[config.mk]
export PLATFORM = sky130hd
export DESIGN_NAME = mux_pipe_skid
export DESIGN_NICKNAME = d
export VERILOG_FILES = /design/src/rtl/mux_pipe_skid.sv
export SDC_FILE = /design/constraint.sdc
export NUM_CORES = 1
export LEC_CHECK = 0
export BUFFER_PORTS_ARGS = -buffer_cell sky130_fd_sc_hd__buf_2
export CAP_MARGIN = 40
export CORE_AREA = 3 3 109 111
export DETAILED_ROUTE_END_ITERATION = 8
export DIE_AREA = 0 0 112 114
export SLEW_MARGIN = 20
export SYNTH_ARGS = -nofsm -noshare
export SYNTH_HDL_FRONTEND = slang
export SYNTH_SLANG_ARGS = --single-unit
[constraint.sdc]
create_clock -name clk -period 3.9 [get_ports clk]
set_input_delay 0.585 -clock clk [delete_from_list [all_inputs] [get_ports clk]]
set_output_delay 0.585 -clock clk [all_outputs]
set_load 0.01 [all_outputs]
[src/rtl/mux_pipe_skid.sv]
// -----------------------------------------------------------------------------
// mux_pipe_skid
//   Selects one of N packed input channels and delivers the chosen word through
//   a two-entry pipeline (main output register + skid register) with
//   valid/ready handshakes on both sides. An entry captured with an
//   out-of-range select carries zero data and err=1. in_ready is a pure
//   register output, so there is no combinational path from out_ready or
//   in_valid back to the upstream side.
//
// Parameters
//   WIDTH  data width per channel (>= 1)
//   N      number of input channels (2..16); SELW = ceil(log2(N))
//
// Ports
//   clk        rising-edge clock
//   rst_n      synchronous active-low reset (priority over flush)
//   in_data    N*WIDTH packed channels, channel k = in_data[k*WIDTH +: WIDTH]
//   sel        channel index, sampled only in an input transfer cycle
//   in_valid   upstream offers an entry
//   in_ready   block can accept an entry (registered)
//   flush      synchronous discard of all buffered entries
//   out_data   registered selected data
//   out_err    entry at the output was captured with sel >= N
//   out_valid  out_data/out_err hold a valid entry
//   out_ready  downstream accepts the entry this cycle
// -----------------------------------------------------------------------------
module mux_pipe_skid #(
  parameter  int WIDTH = 32,
  parameter  int N     = 4,
  localparam int SELW  = (N > 1) ? $clog2(N) : 1
) (
  input  logic                 clk,
  input  logic                 rst_n,
  input  logic [N*WIDTH-1:0]   in_data,
  input  logic [SELW-1:0]      sel,
  input  logic                 in_valid,
  output logic                 in_ready,
  input  logic                 flush,
  output logic [WIDTH-1:0]     out_data,
  output logic                 out_err,
  output logic                 out_valid,
  input  logic                 out_ready
);

  // Bit 0 = main register valid, bit 1 = skid register valid.
  typedef enum logic [1:0] {
    ST_EMPTY = 2'b00,
    ST_ONE   = 2'b01,
    ST_FULL  = 2'b11
  } state_e;

  localparam logic [SELW:0] NUM_CH = (SELW + 1)'(N);

  state_e             state_q;
  logic               in_ready_q;
  logic [WIDTH-1:0]   main_data_q;
  logic               main_err_q;
  logic [WIDTH-1:0]   skid_data_q;
  logic               skid_err_q;

  logic [WIDTH-1:0]   cap_data;
  logic               cap_err;
  logic               in_xfer;
  logic               out_xfer;
  logic               skid_load;

  // Channel selection for the entry that would be captured this cycle.
  // NOTE: every signal assigned in always_comb gets a default first, otherwise
  // an unmatched select leaves it holding its old value and a latch is inferred.
  always_comb begin
    cap_data = '0;
    for (int k = 0; k < N; k++) begin
      if ({1'b0, sel} == k[SELW:0]) cap_data = in_data[k*WIDTH +: WIDTH];
    end
    cap_err = ({1'b0, sel} >= NUM_CH);
  end

  assign in_xfer   = in_valid & in_ready_q;
  assign out_xfer  = state_q[0] & out_ready;
  assign skid_load = (state_q == ST_ONE) & in_xfer & ~out_xfer;

  // Control FSM plus the main output register. The next in_ready is computed
  // from the next state so it can be driven straight from a flop.
  // NOTE: sequential state uses non-blocking assignments only, so every flop
  // samples the pre-edge values regardless of statement order.
  always_ff @(posedge clk) begin
    if (!rst_n) begin
      state_q     <= ST_EMPTY;
      in_ready_q  <= 1'b1;
      main_data_q <= '0;
      main_err_q  <= 1'b0;
    end else if (flush) begin
      state_q     <= ST_EMPTY;
      in_ready_q  <= 1'b1;
      main_data_q <= '0;
      main_err_q  <= 1'b0;
    end else begin
      unique case (state_q)
        ST_EMPTY: begin
          if (in_xfer) begin
            state_q     <= ST_ONE;
            main_data_q <= cap_data;
            main_err_q  <= cap_err;
          end
        end
        ST_ONE: begin
          if (in_xfer && out_xfer) begin
            main_data_q <= cap_data;
            main_err_q  <= cap_err;
          end else if (in_xfer) begin
            state_q    <= ST_FULL;
            in_ready_q <= 1'b0;
          end else if (out_xfer) begin
            state_q <= ST_EMPTY;
          end
        end
        ST_FULL: begin
          // in_ready is 0 here, so only the output side can move.
          if (out_xfer) begin
            state_q     <= ST_ONE;
            in_ready_q  <= 1'b1;
            main_data_q <= skid_data_q;
            main_err_q  <= skid_err_q;
          end
        end
        default: begin
          state_q    <= ST_EMPTY;
          in_ready_q <= 1'b1;
        end
      endcase
    end
  end

  // Skid storage is only read while its valid bit (state_q[1]) is set, which
  // reset and flush clear, so its contents need no reset.
  // NOTE: pure data storage is left out of reset on purpose; only the valid
  // tracking must be reset to make stale contents unobservable.
  always_ff @(posedge clk) begin
    if (skid_load) begin
      skid_data_q <= cap_data;
      skid_err_q  <= cap_err;
    end
  end

  assign in_ready  = in_ready_q;
  assign out_valid = state_q[0];
  assign out_data  = main_data_q;
  assign out_err   = main_err_q;

endmodule

==> results of run 1 <==
-- cell type report --
class	instances	area [um^2]	area share, %
inverter	2	7.51	0.151
tap	140	175	3.53
sequential	67	1660	33.5
timing repair buffer	175	956	19.3
clock inverter	5	53.8	1.08
clock buffer	11	131	2.65
multi-input combinational	226	1980	39.9
-- registers in the layout (all words and copies together), names as in the netlist --
register     flops
in_ready         1
out_data        32
skid_data_q     32
state_q          2
-- per-layer routing --
metal | up-vias | GRT usage (%) | routed length [um]
met2 | 122 | 27.1 | 5000
met1 | 1503 | 18.9 | 4450
met4 | 0 | 3.69 | 72
met5 | - | 0 | 0
met3 | 6 | 5.04 | 755
li1 | 1579 | - | -
-- Yosys cell counts, drive strengths merged (2+ instances only) --
cell type   n
mux2i      96
dfxtp      35
a22oi      33
a32o       32
edfxtp     32
nand2b     31
buf        22
a21oi       7
clkbuf      7
ha          4
nand2       3
o21ai       3
inv         2
nand3       2
or2b        2
-- cells by family after synthesis --
| group | count (synthesis) | share of synthesized area (%) |
|---|---|---|
| DFF | 67 | 43.8 |
| buffers and inverters | 31 | 4.55 |
| other | 1 | 0.0989 |
| muxes | 96 | 25.3 |
| adders and majority gates | 4 | 1.32 |
| and+or+nand+nor | 45 | 7.33 |
| AOI/OAI and AO/OA | 80 | 17.5 |
-- worst max path at each step --
stage | end | cells past startpoint | from | slack (ps)
4_1_cts | out_data[4] | 5 | state_q[0] | 1130
3_5_place_dp | out_data[4] | 5 | state_q[0] | 1170
5_1_grt | out_data[22] | 6 | state_q[0] | 940
6_report | out_data[10] | 5 | state_q[0] | 1190
3_3_place_gp | out_data[8] | 5 | state_q[0] | 1080
2_1_floorplan | skid_data_q[0] | 3 | state_q[0] | 970
-- through the flow --
step	worst slack (ps)	cell area, um^2	hold slack (ps)	std cells
finish	1190	4960	463	626
global route	936	4960	476	626
CTS	1130	4960	467	626
detailed placement	1170	4780	449	610
global placement	1080	4700	445	607
floorplan	966	3790	483	324
-- report_power, final --
part           switching (mW)  internal [mW]
logic                   0.156          0.155
clock network           0.262          0.294
registers              0.0135          0.771
total                   0.432           1.22
==> impl_metrics.yaml, run 1 <==
detailed_routing:
  post-route-drc-count: 0
  first_pass_iters: 4
  drt_iter0_drc: 84
  vias: 3210
  finalWirelength_mm: 10.3
  detail-route-antenna-nets: 0
  wl_per_cell_um: 16.4
  viasPerCell: 5.13
floorplan:
  die_w_um: 112
  core_area_um2: 10900
  die_y_um: 114
  start_util_pct: 34.8
  fp.dieArea_um2: 12800
  ios: 170
  rows: 38
worst_setup_path:
  critPathMaxStageDelay_ps: 720
  critPathArrivalTime_ps: 2980
  ff2ff_path_depth: 5
  reg2reg_slack_ps: 1190
  reg2reg_to: "out_data[10]"
  critPathBufInv: 1
  cp_data_required_time_ps: 4180
  worstSetupEndpointType: "flop"
  critical_path_peak_fanout: 32
  path_class: "flop to flop"
  r2r_start: "state_q[0]"
  crit_slowest_cell: "ha_1"
  startpoint_type: "flop"
  cp_top_family: "adder cells"
  cp_cell_sequence: "ha_1, buf_4, and2b_2, a22oi_1, a32o_1"
clock_network:
  post-cts-setup-buffer-count: 0
  cts-root-buf: "clkbuf_8"
  cts_inserted_buffers: 9
  clk_latency_ps: 340
  cts_hold_buf: 0
  tritoncts: "done"
  clk_pin_slew_ps: 70
  htreeDepth: 3
  cts_buffer_depth: 2
  cts.sinks: 67
  cts-resized-gates: 0
sta:
  relSlewSlack_pct: 46.2
  finalSetupViolCount: 0
  rsz0062_at_grt: "false"
  tightest_slew_ps: 806
  hold_viol: 0
  final.setup.tns_ps: 0
  fin_crit_sh_pct: 69.4
  fin_skew_ps: 12.1
  fmax_mhz: 370
  post-route-min-period_ps: 2710
  drv_slew: 0
final_layout:
  final_common_cell: "buf_2"
  n_antenna_cell: 0
  fin_nets: 620
  fin_util_pct: 45.6
  drive_gt1_share_pct: 39.9
  mostFrequentLayoutCells: "167 x buf_2, 96 x mux2i_1, 35 x dfxtp_1, 33 x a22oi_1"
  syn_to_final_growth_pct: 30.9
  fillers: 1014
flow_run:
  drv_cap: 0
yosys:
  ys_types: 32
  synth.top_cell.area_share_pct: 25.3
  synth-seq-cells: 67
  async_flop_share_pct: 0
  syn_area_um2: 3790
  ys_warn_count: 0
  synth_edf_count: 32
  synth_area_leaders: "mux2i_1 25%, edfxtp_1 25%, dfxtp_1 18%, a32o_1 8.4%, a22oi_1 6.5%"
  syn-num-nets: 463
  syn_inst: 324
  synth_seq_area_share_pct: 43.8
  synth_top_area_cell: "mux2i_1"
  synth_flop_cell: "dfxtp_1"
  syn_avg_cell_area_um2: 11.7
hold_path:
  min_to: "out_data[24]"
  hold_path_depth: 1
  hold_path_class: "flop to flop"
  min-delay-start: "out_data[24]"
global_route:
  grt_usage_pct: 15.6
  antenna_found_initial: 0
  grt_overflow: 0
  grt_pass1_wl_mm: 16.0
  grt_max_degree: 42
  grt_pass1_vias: 3219
power_and_ir_drop:
  p_per_area_nw_per_um2: 333
  vdd_drop_max_mv: 0.194
  power_leakage_nw: 2.27
  p_total_mw: 1.65
place:
  gp_congestion: 0.846
  hpwl_mm: 7.41
  io_buffers: 168
status:
  status: "finished clean"
(Power assumes the default switching activity.)
==> inputs of run 2 (changes only) <==
clock period = 2.55 ns   (was 3.9 ns; I/O delays follow)
==> run 2 against run 1 <==
Net effect:
- via count rose by 1.2%
- clock skew down 1.0 ps
- clock power rose by 54%
- fmax up 21%
- critical endpoint is now out_data[25]
- combinational power increased by 53%
- flip-flop and latch count unchanged
- global-route usage rose by 0.64 points
- die area did not move
- worst hold slack worse by 150 ps
- power is 53% higher
==> impl_metrics.yaml, run 2 (synthesized netlist as in run 1, its figures left out) <==
flow_run:
  drv_cap: 0
place:
  hpwl_mm: 7.60
  io_buffers: 168
  gp_congestion: 0.855
clock_network:
  tritoncts: "done"
  cts.sinks: 67
  htreeDepth: 3
  cts-root-buf: "clkbuf_8"
  clk_latency_ps: 340
  post-cts-setup-buffer-count: 0
  cts-resized-gates: 0
  clk_pin_slew_ps: 70
  cts_inserted_buffers: 9
  cts_buffer_depth: 2
  cts_hold_buf: 0
sta:
  fin_crit_sh_pct: 87.8
  final.setup.tns_ps: 0
  post-route-min-period_ps: 2240
  hold_slack_ps: 317
  rsz0062_at_grt: "false"
  fin_skew_ps: 11.1
  fmax_mhz: 446
  drv_slew: 0
  finalSetupViolCount: 0
  hold_viol: 0
  tightest_slew_ps: 700
  relSlewSlack_pct: 53.3
detailed_routing:
  detail-route-antenna-nets: 0
  vias: 3247
  met3_length_um: 678
  top_layer_used: "met4"
  finalWirelength_mm: 10.3
  viasPerCell: 5.15
  post-route-drc-count: 0
  wl_per_cell_um: 16.4
  drt_iter0_drc: 143
  first_pass_iters: 4
  dr_wl_met2_mm: 5.06
  wl_met1_mm: 4.44
floorplan:
  rows: 38
  core_area_um2: 10900
  die_y_um: 114
  fp.dieArea_um2: 12800
  ios: 170
  start_util_pct: 34.8
  die_w_um: 112
power_and_ir_drop:
  power_leakage_nw: 2.29
  pwr-share-comb_pct: 18.8
  p_sw_share_pct: 25.4
  p_per_area_nw_per_um2: 509
  p_total_mw: 2.53
  vdd_drop_max_mv: 0.246
  seqPwrFrac_pct: 47.5
  p_int_mw: 1.89
  power_frac_clock_pct: 33.8
  p_switching_mw: 0.643
status:
  status: "finished clean"
worst_setup_path:
  worstSetupEndpointType: "flop"
  critPathBufInv: 1
  cp_data_required_time_ps: 2770
  critical_path_peak_fanout: 32
  cp_top_family: "simple AND/OR/NAND/NOR gates"
  crit_slowest_cell: "and2b_2"
  path_class: "flop to flop"
  cp_cell_sequence: "ha_1, buf_4, and2b_2, a22oi_1, a32o_1"
  critPathArrivalTime_ps: 2460
  startpoint_type: "flop"
  critPathMaxStageDelay_ps: 700
global_route:
  grt_pass1_vias: 3357
  grt_max_degree: 39
  grt_overflow: 0
  grt_usage_pct: 16.2
  antenna_found_initial: 0
  grt_pass1_wl_mm: 16.7
final_layout:
  n_antenna_cell: 0
  drive_gt1_share_pct: 40.4
  final_common_cell: "buf_2"
  mostFrequentLayoutCells: "167 x buf_2, 96 x mux2i_1, 35 x dfxtp_1, 33 x a22oi_1"
  fillers: 1057
  fin_nets: 625
  syn_to_final_growth_pct: 31.2
hold_path:
  hold_path_class: "primary input to flop"
[run 2: cell types whose count changed in the layout (fill, tap and decap cells not counted)]
cell	change
buf_12	+1
clkinv_2	-1
clkinv_4	-1
buf_4	+6
clkbuf_8	+1
buf_16	-2
[run 2: final cells by class]
class | count | area, um^2 | area share, %
sequential | 67 | 1660 | 33.4
timing repair buffer | 180 | 966 | 19.4
multi-input combinational | 226 | 1980 | 39.8
inverter | 2 | 7.51 | 0.151
clock inverter | 3 | 40.0 | 0.805
tap | 140 | 175 | 3.52
clock buffer | 12 | 145 | 2.92
[run 2: power groups by stage]
stage,registers [mW],clock network [mW],logic (mW)
finish,1.20,0.854,0.475
global route,1.21,0.932,0.527
CTS,1.20,0.879,0.483
detailed placement,1.23,0,0.482
global placement,1.22,0,0.464
floorplan,1.23,0,0.269
[run 2: worst paths after layout]
kind                                   start           end  slack, ps  cells after the start
worst max-delay path              state_q[0]  out_data[25]        310                      5
worst max register to register    state_q[0]  out_data[25]        310                      5
worst min register to register  out_data[15]  out_data[15]        460                      1
worst min-delay path                   flush      in_ready        320                      3
[run 2: worst register-to-register path: stages (launching register included)]
cell and delay [ps]:
dfxtp_1 430, ha_1 290, buf_4 220, and2b_2 720, a22oi_1 180, a32o_1 300
[run 2: per-stage QoR]
step	cells	util [%]	cell area [um^2]	worst slack (ps)
global placement	614	43.7	4760	348
finish	630	45.7	4970	310
floorplan	324	-	3790	304
detailed placement	615	44.0	4790	300
CTS	630	45.7	4970	287
global route	630	45.7	4970	153
[run 2: layer usage]
metal / vias up / track usage, %
li1: 1591 / -
met1: 1520 / 20.0
met3: 9 / 3.82
met5: - / 0
met2: 127 / 28.3
met4: 0 / 4.89
==> inputs of run 3 (changes only) <==
CORE_AREA = 3 3 93 95   (was 3 3 109 111)
DIE_AREA = 0 0 96 98   (was 0 0 112 114)
PLACE_DENSITY = 0.8   (was unset)
==> run 3 against run 2 <==
Net effect:
- cell count decreased by 5.9%
- via count is 0.37% higher
- largest power group unchanged
- sequential share of layout area is 0.18 points higher
- worst setup slack improved by 200 ps
- fmax is 10% higher
- largest cell class unchanged
- global-route usage is 4.6 points higher
- non-clock buffer count is the same
==> impl_metrics.yaml, run 3 (synthesized netlist as in run 1, its figures left out) <==
status:
  status: "finished clean"
clock_network:
  clk_pin_slew_ps: 70
  htreeDepth: 3
  cts_buffer_depth: 2
  post-cts-setup-buffer-count: 0
  cts_inserted_buffers: 9
  cts_hold_buf: 0
  cts-resized-gates: 0
  clk_latency_ps: 330
  cts-root-buf: "clkbuf_8"
  cts.sinks: 67
  tritoncts: "done"
floorplan:
  start_util_pct: 48.6
  die_w_um: 96
  rows: 32
  core_area_um2: 7810
  ios: 170
  die_y_um: 98
  fp.dieArea_um2: 9410
detailed_routing:
  finalWirelength_mm: 9.90
  first_pass_iters: 4
  viasPerCell: 5.50
  wl_per_cell_um: 16.7
  vias: 3259
  drt_iter0_drc: 131
  detail-route-antenna-nets: 0
  post-route-drc-count: 0
power_and_ir_drop:
  power_leakage_nw: 2.30
  p_total_mw: 2.66
  vdd_drop_max_mv: 0.302
  p_per_area_nw_per_um2: 538
final_layout:
  n_antenna_cell: 0
  fin_nets: 625
  syn_to_final_growth_pct: 30.5
  final_area_um2: 4950
  final_common_cell: "buf_2"
  mostFrequentLayoutCells: "167 x buf_2, 96 x mux2i_1, 35 x dfxtp_1, 33 x a22oi_1"
  fillers: 647
  drive_gt1_share_pct: 40.9
global_route:
  grt_pass1_vias: 3329
  use_met2_pct: 36.9
  grt_max_degree: 65
  use_met3_pct: 3.93
  grt_overflow: 0
  grt_usage_pct: 20.8
  grt-busiest-layer: "met2"
  globalRouteMet1Util_pct: 24.9
  grt_pass1_wl_mm: 15.5
  antenna_found_initial: 0
place:
  gp_congestion: 0.872
  hpwl_mm: 7.41
  io_buffers: 168
  postPlaceCellArea_um2: 4720
worst_setup_path:
  critPathArrivalTime_ps: 2310
  cp_cell_sequence: "inv_1, ha_1, a21oi_1, and3_1, buf_4, a32o_1"
  worstSetupEndpointType: "flop"
  critPathBufInv: 2
  cp_top_family: "flip-flops"
  crit_slowest_cell: "dfxtp_1"
  startpoint_type: "flop"
  cp_data_required_time_ps: 2820
  critPathMaxStageDelay_ps: 570
  ff2ff_path_depth: 6
  cp.depth: 6
  critical_path_peak_fanout: 17
  path_class: "flop to flop"
sta:
  finalSetupViolCount: 0
  hold_slack_ps: 321
  fmax_mhz: 491
  rsz0062_at_grt: "false"
  fin_crit_sh_pct: 79.9
  final.setup.tns_ps: 0
  post-route-min-period_ps: 2040
  relSlewSlack_pct: 58.2
  tightest_slew_ps: 627
  drv_slew: 0
  hold_viol: 0
  fin_skew_ps: 8.62
hold_path:
  hold_path_class: "primary input to flop"
  hold_path_depth: 3
flow_run:
  drv_cap: 0
-- run 3: area by class of cell --
cell class                 count  area (um^2)  area share, %
sequential                    67         1660           33.6
clock buffer                  10          138           2.78
inverter                       2         7.51          0.152
tap                          102          128           2.58
clock inverter                 6         88.8           1.80
timing repair buffer         180          946           19.1
multi-input combinational    226         1980           40.0
-- run 3: per-stage QoR --
| step | setup slack, ps | instances | utilization [%] |
|---|---|---|---|
| floorplan | 304 | 324 | - |
| global placement | 654 | 577 | 60.5 |
| detailed placement | 587 | 577 | 60.5 |
| CTS | 519 | 593 | 63.4 |
| global route | 377 | 593 | 63.4 |
| finish | 514 | 593 | 63.4 |
-- run 3: final timing paths --
kind | from | slack [ps] | end
setup reg to reg | state_q[0] | 510 | out_data[31]
hold / removal | flush | 320 | in_ready
hold reg to reg | out_data[1] | 460 | out_data[1]
setup / recovery | state_q[0] | 510 | out_data[31]
-- run 3: power breakdown --
part / switching, mW / internal (mW)
logic: 0.238 / 0.234
registers: 0.0211 / 1.18
clock network: 0.411 / 0.577
total: 0.670 / 1.99
-- run 3: worst register-to-register path, cell delays in order (launching register included) --
cell and delay [ps]:
dfxtp_1 570, inv_1 130, ha_1 270, a21oi_1 330
and3_1 240, buf_4 240, a32o_1 210
-- run 3: routing by layer --
metal,vias to the layer above,wire (um)
met2,130,5100
met3,13,704
met5,-,0
li1,1595,-
met1,1521,3970
met4,0,126
